$ cat src/rtl/chunked_serial_adder_if.sv
// Handshake and operand/result bundle for chunked_serial_adder.
//   master : the controlling FSM (drives start/Sub/A/B/Cin, sees Busy/Done/results)
//   slave  : the adder itself
// Signals:
//   start    request an operation, sampled on the rising clock edge
//   Sub      0 = add, 1 = subtract (A - B)
//   A, B     WIDTH-bit operands
//   Cin      carry-in (add) or borrow-in (subtract)
//   Busy     chunk cycles in progress
//   Done     one-cycle pulse, results valid
//   Sum      WIDTH-bit result
//   Cout     carry out of MSB (add) / not-borrow (subtract)
//   Overflow two's-complement signed overflow
interface chunked_serial_adder_if #(
  parameter int WIDTH = 16
);
  logic             start;
  logic             Sub;
  logic [WIDTH-1:0] A;
  logic [WIDTH-1:0] B;
  logic             Cin;
  logic             Busy;
  logic             Done;
  logic [WIDTH-1:0] Sum;
  logic             Cout;
  logic             Overflow;

  modport master (
    output start, Sub, A, B, Cin,
    input  Busy, Done, Sum, Cout, Overflow
  );

  modport slave (
    input  start, Sub, A, B, Cin,
    output Busy, Done, Sum, Cout, Overflow
  );
endinterface

$ cat src/rtl/chunked_serial_adder.sv
// Multi-cycle add/subtract unit. Each RUN cycle pushes CHUNK bits of the
// latched operands through a CHUNK-bit ripple chain of full adders; the chunk
// carry is kept in a register between cycles. One result every NCH+1 cycles.
// Ports:
//   clk  rising-edge clock
//   rst  synchronous, active-high reset (priority over start)
//   bus  slave side of chunked_serial_adder_if (start/Sub/A/B/Cin in,
//        Busy/Done/Sum/Cout/Overflow out)
//
// state | meaning
// ------+--------------------------------------------------------------
// IDLE  | waiting for start
// RUN   | one chunk per cycle, k = 0 .. NCH-1
// DONE  | one-cycle result pulse; a new start here goes straight to RUN
module chunked_serial_adder #(
  parameter int WIDTH = 16,
  parameter int CHUNK = 4
) (
  input  logic                 clk,
  input  logic                 rst,
  chunked_serial_adder_if.slave bus
);

  localparam int NCH = WIDTH / CHUNK;
  localparam int KW  = (NCH > 1) ? $clog2(NCH) : 1;
  localparam logic [KW-1:0] K_LAST = KW'(NCH - 1);

  typedef enum logic [1:0] {
    IDLE = 2'd0,
    RUN  = 2'd1,
    DONE = 2'd2
  } state_t;

  state_t           state;
  state_t           state_nxt;
  logic             accept;
  logic             last;

  logic [WIDTH-1:0] aop;
  logic [WIDTH-1:0] bop;
  logic [WIDTH-1:0] res;
  logic [WIDTH-1:0] res_nxt;
  logic             carry;
  logic [KW-1:0]    k;

  logic [WIDTH-1:0] sum_q;
  logic             cout_q;
  logic             ovf_q;

  logic [CHUNK-1:0] a_sl;
  logic [CHUNK-1:0] b_sl;
  logic [CHUNK-1:0] s_sl;
  logic [CHUNK:0]   c;

  assign last = (k == K_LAST);

  // ---------------------------------------------------------------------
  // FSM
  // ---------------------------------------------------------------------
  always_ff @(posedge clk) begin
    if (rst) begin
      state <= IDLE;
    end else begin
      state <= state_nxt;
    end
  end

  always_comb begin
    state_nxt = state;
    accept    = 1'b0;
    case (state)
      IDLE: begin
        if (bus.start) begin
          accept    = 1'b1;
          state_nxt = RUN;
        end
      end
      RUN: begin
        // start is deliberately not looked at here
        if (last) begin
          state_nxt = DONE;
        end
      end
      DONE: begin
        if (bus.start) begin
          accept    = 1'b1;
          state_nxt = RUN;
        end else begin
          state_nxt = IDLE;
        end
      end
      default: begin
        state_nxt = IDLE;
      end
    endcase
  end

  // ---------------------------------------------------------------------
  // Chunk adder: explicit ripple chain so that c[CHUNK-1] (carry into the
  // chunk MSB) is available; on the last chunk that is the carry into the
  // word MSB, used for signed overflow.
  // ---------------------------------------------------------------------
  always_comb begin
    a_sl    = aop[k*CHUNK +: CHUNK];
    b_sl    = bop[k*CHUNK +: CHUNK];
    s_sl    = '0;
    c       = '0;
    c[0]    = carry;
    for (int i = 0; i < CHUNK; i++) begin
      s_sl[i]  = a_sl[i] ^ b_sl[i] ^ c[i];
      c[i + 1] = (a_sl[i] & b_sl[i]) | (c[i] & (a_sl[i] ^ b_sl[i]));
    end
    res_nxt                  = res;
    res_nxt[k*CHUNK +: CHUNK] = s_sl;
  end

  // ---------------------------------------------------------------------
  // Datapath
  // ---------------------------------------------------------------------
  always_ff @(posedge clk) begin
    if (rst) begin
      aop    <= '0;
      bop    <= '0;
      res    <= '0;
      carry  <= 1'b0;
      k      <= '0;
      sum_q  <= '0;
      cout_q <= 1'b0;
      ovf_q  <= 1'b0;
    end else if (accept) begin
      // subtract as A + ~B + ~borrow_in
      aop   <= bus.A;
      bop   <= bus.Sub ? ~bus.B : bus.B;
      carry <= bus.Cin ^ bus.Sub;
      res   <= '0;
      k     <= '0;
    end else if (state == RUN) begin
      res   <= res_nxt;
      carry <= c[CHUNK];
      if (last) begin
        k      <= '0;
        sum_q  <= res_nxt;
        cout_q <= c[CHUNK];
        ovf_q  <= c[CHUNK] ^ c[CHUNK-1];
      end else begin
        k <= k + 1'b1;
      end
    end
  end

  assign bus.Busy     = (state == RUN);
  assign bus.Done     = (state == DONE);
  assign bus.Sum      = sum_q;
  assign bus.Cout     = cout_q;
  assign bus.Overflow = ovf_q;

endmodule

$ cat src/flat_wrapper.sv
// flat-port wrapper written by rule: the top's interface ports become plain ports
module chunked_serial_adder_flat 
#(
  parameter int WIDTH = 16,
  parameter int CHUNK = 4
)
  (clk, rst, bus_start, bus_Sub, bus_A, bus_B, bus_Cin, bus_Busy, bus_Done, bus_Sum, bus_Cout, bus_Overflow);
  chunked_serial_adder_if #(.WIDTH(WIDTH)) bus_i ();
  input  logic clk;
  input  logic rst;
  input wire logic [$bits(bus_i.start)-1:0] bus_start;
  input wire logic [$bits(bus_i.Sub)-1:0] bus_Sub;
  input wire logic [$bits(bus_i.A)-1:0] bus_A;
  input wire logic [$bits(bus_i.B)-1:0] bus_B;
  input wire logic [$bits(bus_i.Cin)-1:0] bus_Cin;
  output wire logic [$bits(bus_i.Busy)-1:0] bus_Busy;
  output wire logic [$bits(bus_i.Done)-1:0] bus_Done;
  output wire logic [$bits(bus_i.Sum)-1:0] bus_Sum;
  output wire logic [$bits(bus_i.Cout)-1:0] bus_Cout;
  output wire logic [$bits(bus_i.Overflow)-1:0] bus_Overflow;
  assign bus_i.start = bus_start;
  assign bus_i.Sub = bus_Sub;
  assign bus_i.A = bus_A;
  assign bus_i.B = bus_B;
  assign bus_i.Cin = bus_Cin;
  assign bus_Busy = bus_i.Busy;
  assign bus_Done = bus_i.Done;
  assign bus_Sum = bus_i.Sum;
  assign bus_Cout = bus_i.Cout;
  assign bus_Overflow = bus_i.Overflow;
  chunked_serial_adder #(.WIDTH(WIDTH), .CHUNK(CHUNK)) u_core (.clk(clk), .rst(rst), .bus(bus_i));
endmodule
$ cat config.mk
export PLATFORM = sky130hd
export DESIGN_NAME = chunked_serial_adder_flat
export DESIGN_NICKNAME = d
export VERILOG_FILES = /design/src/rtl/chunked_serial_adder_if.sv /design/src/rtl/chunked_serial_adder.sv /design/src/flat_wrapper.sv
export SDC_FILE = /design/constraint.sdc
export NUM_CORES = 1
export LEC_CHECK = 0
export CORE_MARGIN = 2
export CORE_UTILIZATION = 50
export CTS_BUF_LIST = sky130_fd_sc_hd__clkbuf_16
export CTS_CLUSTER_SIZE = 8
export DETAILED_ROUTE_END_ITERATION = 8
export PLACE_DENSITY = 0.75
export RECOVER_POWER = 100
export SETUP_SLACK_MARGIN = 0.02
export SLEW_MARGIN = 20
export SYNTH_ARGS = -nofsm -noshare
export SYNTH_HDL_FRONTEND = slang
export SYNTH_SLANG_ARGS = --single-unit
$ cat constraint.sdc
create_clock -name clk -period 3.9 [get_ports clk]
set_input_delay 0.585 -clock clk [delete_from_list [all_inputs] [get_ports clk]]
set_output_delay 0.585 -clock clk [all_outputs]
set_load 0.03 [all_outputs]
==> summary.txt <==
status - complete, but fails checks
failing checks - capacitance limit, slew limit
Buffers on Ports - 56
total grt overflow - 0
Fmax - 0.289 GHz
peak supply drop - 0.280 mV
Pwr Density - 454 mW/mm^2
crit path max fanout - 7
DIE WIDTH - 88.6 um
area of the core - 0.00687 mm^2
area occupied by multi-input gates - 0.00173 mm^2
Post-Syn Nets - 397
cells after synthesis - 350
Startpoint Class - flop
Post-synth EDFFs - 0
kind of critical path - reg -> reg
Initial DRT Pass Iterations - 4
mean post-synth cell area - 10.2 um^2
First DRT Iteration DRCs - 117
Max-slew headroom - -11.9%
period utilization - 88.9%
Final nets - 439
setup_tns - 0 ps
Root Buffer - clkbuf_16
CTS tree - built
setup ws final - 435 ps
layout cells sized above 1 - 17.4%
Slew @ Worst Pin - 1670 ps
FILL cells - 572
Wirelength per Cell - 15.1 um
Synth cell types - 43
final hold violation count - 0
Inserted Diodes - 0
max cap viols - 1
Setup WS pre-CTS - 437 ps
Reg clk slew, reported paths - 60 ps
Via density - 5.34
Total Power - 1.93 mW
die height - 88.6 um
synthesis-stage register bit count - 71
number of CTS-inserted buffers - 9
largest net degree at the start of global routing - 54
RSZ-0062 raised after global routing - false
Area Overhead vs Synth - 19.2%
row cnt - 30
Routed WL - 7430 um
Hold WC Path Type - reg -> reg
count of final setup violators - 0
H-Tree Depth - 3
FF/Latch Area - 0.00142 mm^2
routability cong. - 0.833
IO Count - 57
Syn. warnings - 0
initial antenna violation count - 0
HPWL Detailed - 5050 um
CP required - 4150 ps
WP data arrival - 3720 ps
cts repair resizes - 0
clock latency at the later pin of the worst-skew pair - 330 ps
Slew Limit Fails - 49
TritonCTS sink count - 71
Die Footprint - 0.00785 mm^2
leakage - 1.63 nW
effective utilization at floorplan - 52.1%
CTS Buffer Depth - 2
Final ANT Viol Nets - 0
min Tclk post-route - 3470 ps
crit path capture type - flop
Top FF cell, synth - dfxtp_1
post-synthesis cell area - 0.00358 mm^2
hold buffer count at CTS - 0
vias in the first global route - 2,530
Synth async-reset ratio - 0%
Setup Skew - 6.49 ps
total setup buffers inserted after CTS - 0
first-pass GRT wire length - 12,300 um
via count - 2,635
register area share after synthesis - 39.7%
number of remaining DRC errors - 0
Total GRT Usage - 20.4%
routing by layer:
| layer | up-vias | routed length (um) | GRT usage, % |
|---|---|---|---|
| li1 | 1313 | - | - |
| met1 | 1243 | 3340 | 26.3 |
| met2 | 65 | 3670 | 33.4 |
| met3 | 14 | 260 | 4.57 |
| met4 | 0 | 161 | 7.85 |
| met5 | - | 0 | 0 |
worst max-delay path, stage by stage, from the launching register on:
cell	delay [ps]
dfxtp_1	530
mux4_2	560
inv_1	90
fa_1	160
inv_1	50
fa_1	360
inv_1	70
fa_1	210
inv_1	60
fa_1	540
nor2b_1	420
a221oi_1	150
nor3_1	200
final timing paths:
kind,slack (ps),endpoint,from,cells past startpoint
min reg2reg,460,u_core.bus.Cout,u_core.bus.Cout,2
min,460,u_core.bus.Cout,u_core.bus.Cout,2
max reg2reg,430,u_core.bus.Sum[15],u_core.k[0],12
max,430,u_core.bus.Sum[15],u_core.k[0],12
stage by stage:
| step | cell area, um^2 | utilization (%) | std cells | hold slack, ps |
|---|---|---|---|---|
| 2_1_floorplan | 3580 | - | 350 | 433 |
| 3_3_place_gp | 4040 | 58.9 | 477 | 447 |
| 3_5_place_dp | 4040 | 58.9 | 477 | 448 |
| 4_1_cts | 4390 | 63.9 | 493 | 456 |
| 5_1_grt | 4260 | 62.1 | 493 | 471 |
| 6_report | 4260 | 62.1 | 493 | 457 |
sequential cells by signal (all words and copies together) (netlist names):
register / flops
u_core.aop: 16
u_core.bop: 16
u_core.bus.Sum: 16
u_core.res: 16
u_core.k: 2
u_core.state: 2
u_core.bus.Cout: 1
u_core.bus.Overflow: 1
u_core.carry: 1
cell usage in the layout, fill, tap and decap left out, drive strengths merged, types with 2 or more instances in the layout:
master | synthesis | final
a211oi | 16 | 16
a21oi | 20 | 20
a221oi | 16 | 16
a32oi | 16 | 16
and2b | 2 | 2
and3b | 3 | 3
buf | 24 | 4
bufinv | 0 | 3
clkbuf | 4 | 9
clkdlybuf4s50 | 0 | 34
clkinv | 0 | 2
dfxtp | 71 | 71
dlygate4sd3 | 0 | 21
fa | 4 | 4
ha | 6 | 6
inv | 17 | 18
mux4 | 8 | 8
nand2 | 41 | 41
nand2b | 3 | 3
nand3b | 5 | 5
nor2 | 52 | 52
nor2b | 3 | 3
nor3 | 16 | 16
xnor2 | 17 | 17
cell usage after synthesis (2+ instances only):
cell	n	area share, %
buf_2	7	0.98
clkbuf_1	4	0.42
mux4_2	7	4.4
a221oi_2	11	4.6
buf_4	6	1.3
a221oi_1	5	1.2
nand2_1	31	3.3
xnor2_1	17	4.2
dfxtp_1	71	40
buf_6	9	2.8
nor3_2	9	2.5
nor3_1	7	0.98
fa_1	4	2.2
nor2_1	43	4.5
ha_1	6	2.1
a211oi_1	10	2.1
nand2b_4	2	0.77
inv_1	16	1.7
a32oi_1	16	3.9
a21oi_2	10	2.4
and3b_1	3	0.73
nand2_2	9	1.6
nor2_2	9	1.6
nor2b_1	2	0.35
a21oi_1	10	1.4
nand3b_1	4	0.84
a211oi_2	6	2.1
kinds of logic after synthesis:
logic type / count (synthesis) / synth area share (%)
and+or+nand+nor: 128 / 19.7
xor gates and xnor gates: 18 / 4.41
buffers and inverters: 45 / 8.32
adders and majority gates: 10 / 4.34
DFF: 71 / 39.7
AOI/OAI and AO/OA: 70 / 18.4
muxes: 8 / 5.14
final cells by class:
| cell class | count | area share, % |
|---|---|---|
| Inverter | 17 | 1.56 |
| Clock inverter | 7 | 2.82 |
| Clock buffer | 9 | 5.28 |
| Multi-Input combinational cell | 234 | 40.6 |
| Tap cell | 96 | 2.82 |
| Timing Repair Buffer | 59 | 13.6 |
| Sequential cell | 71 | 33.3 |
power by group:
| group | total (mW) | internal [mW] | switching [mW] |
|---|---|---|---|
| Sequential | 0.777 | 0.755 | 0.0218 |
| Clock | 0.937 | 0.626 | 0.311 |
| Combinational | 0.220 | 0.101 | 0.119 |
(Power assumes the default switching activity.)
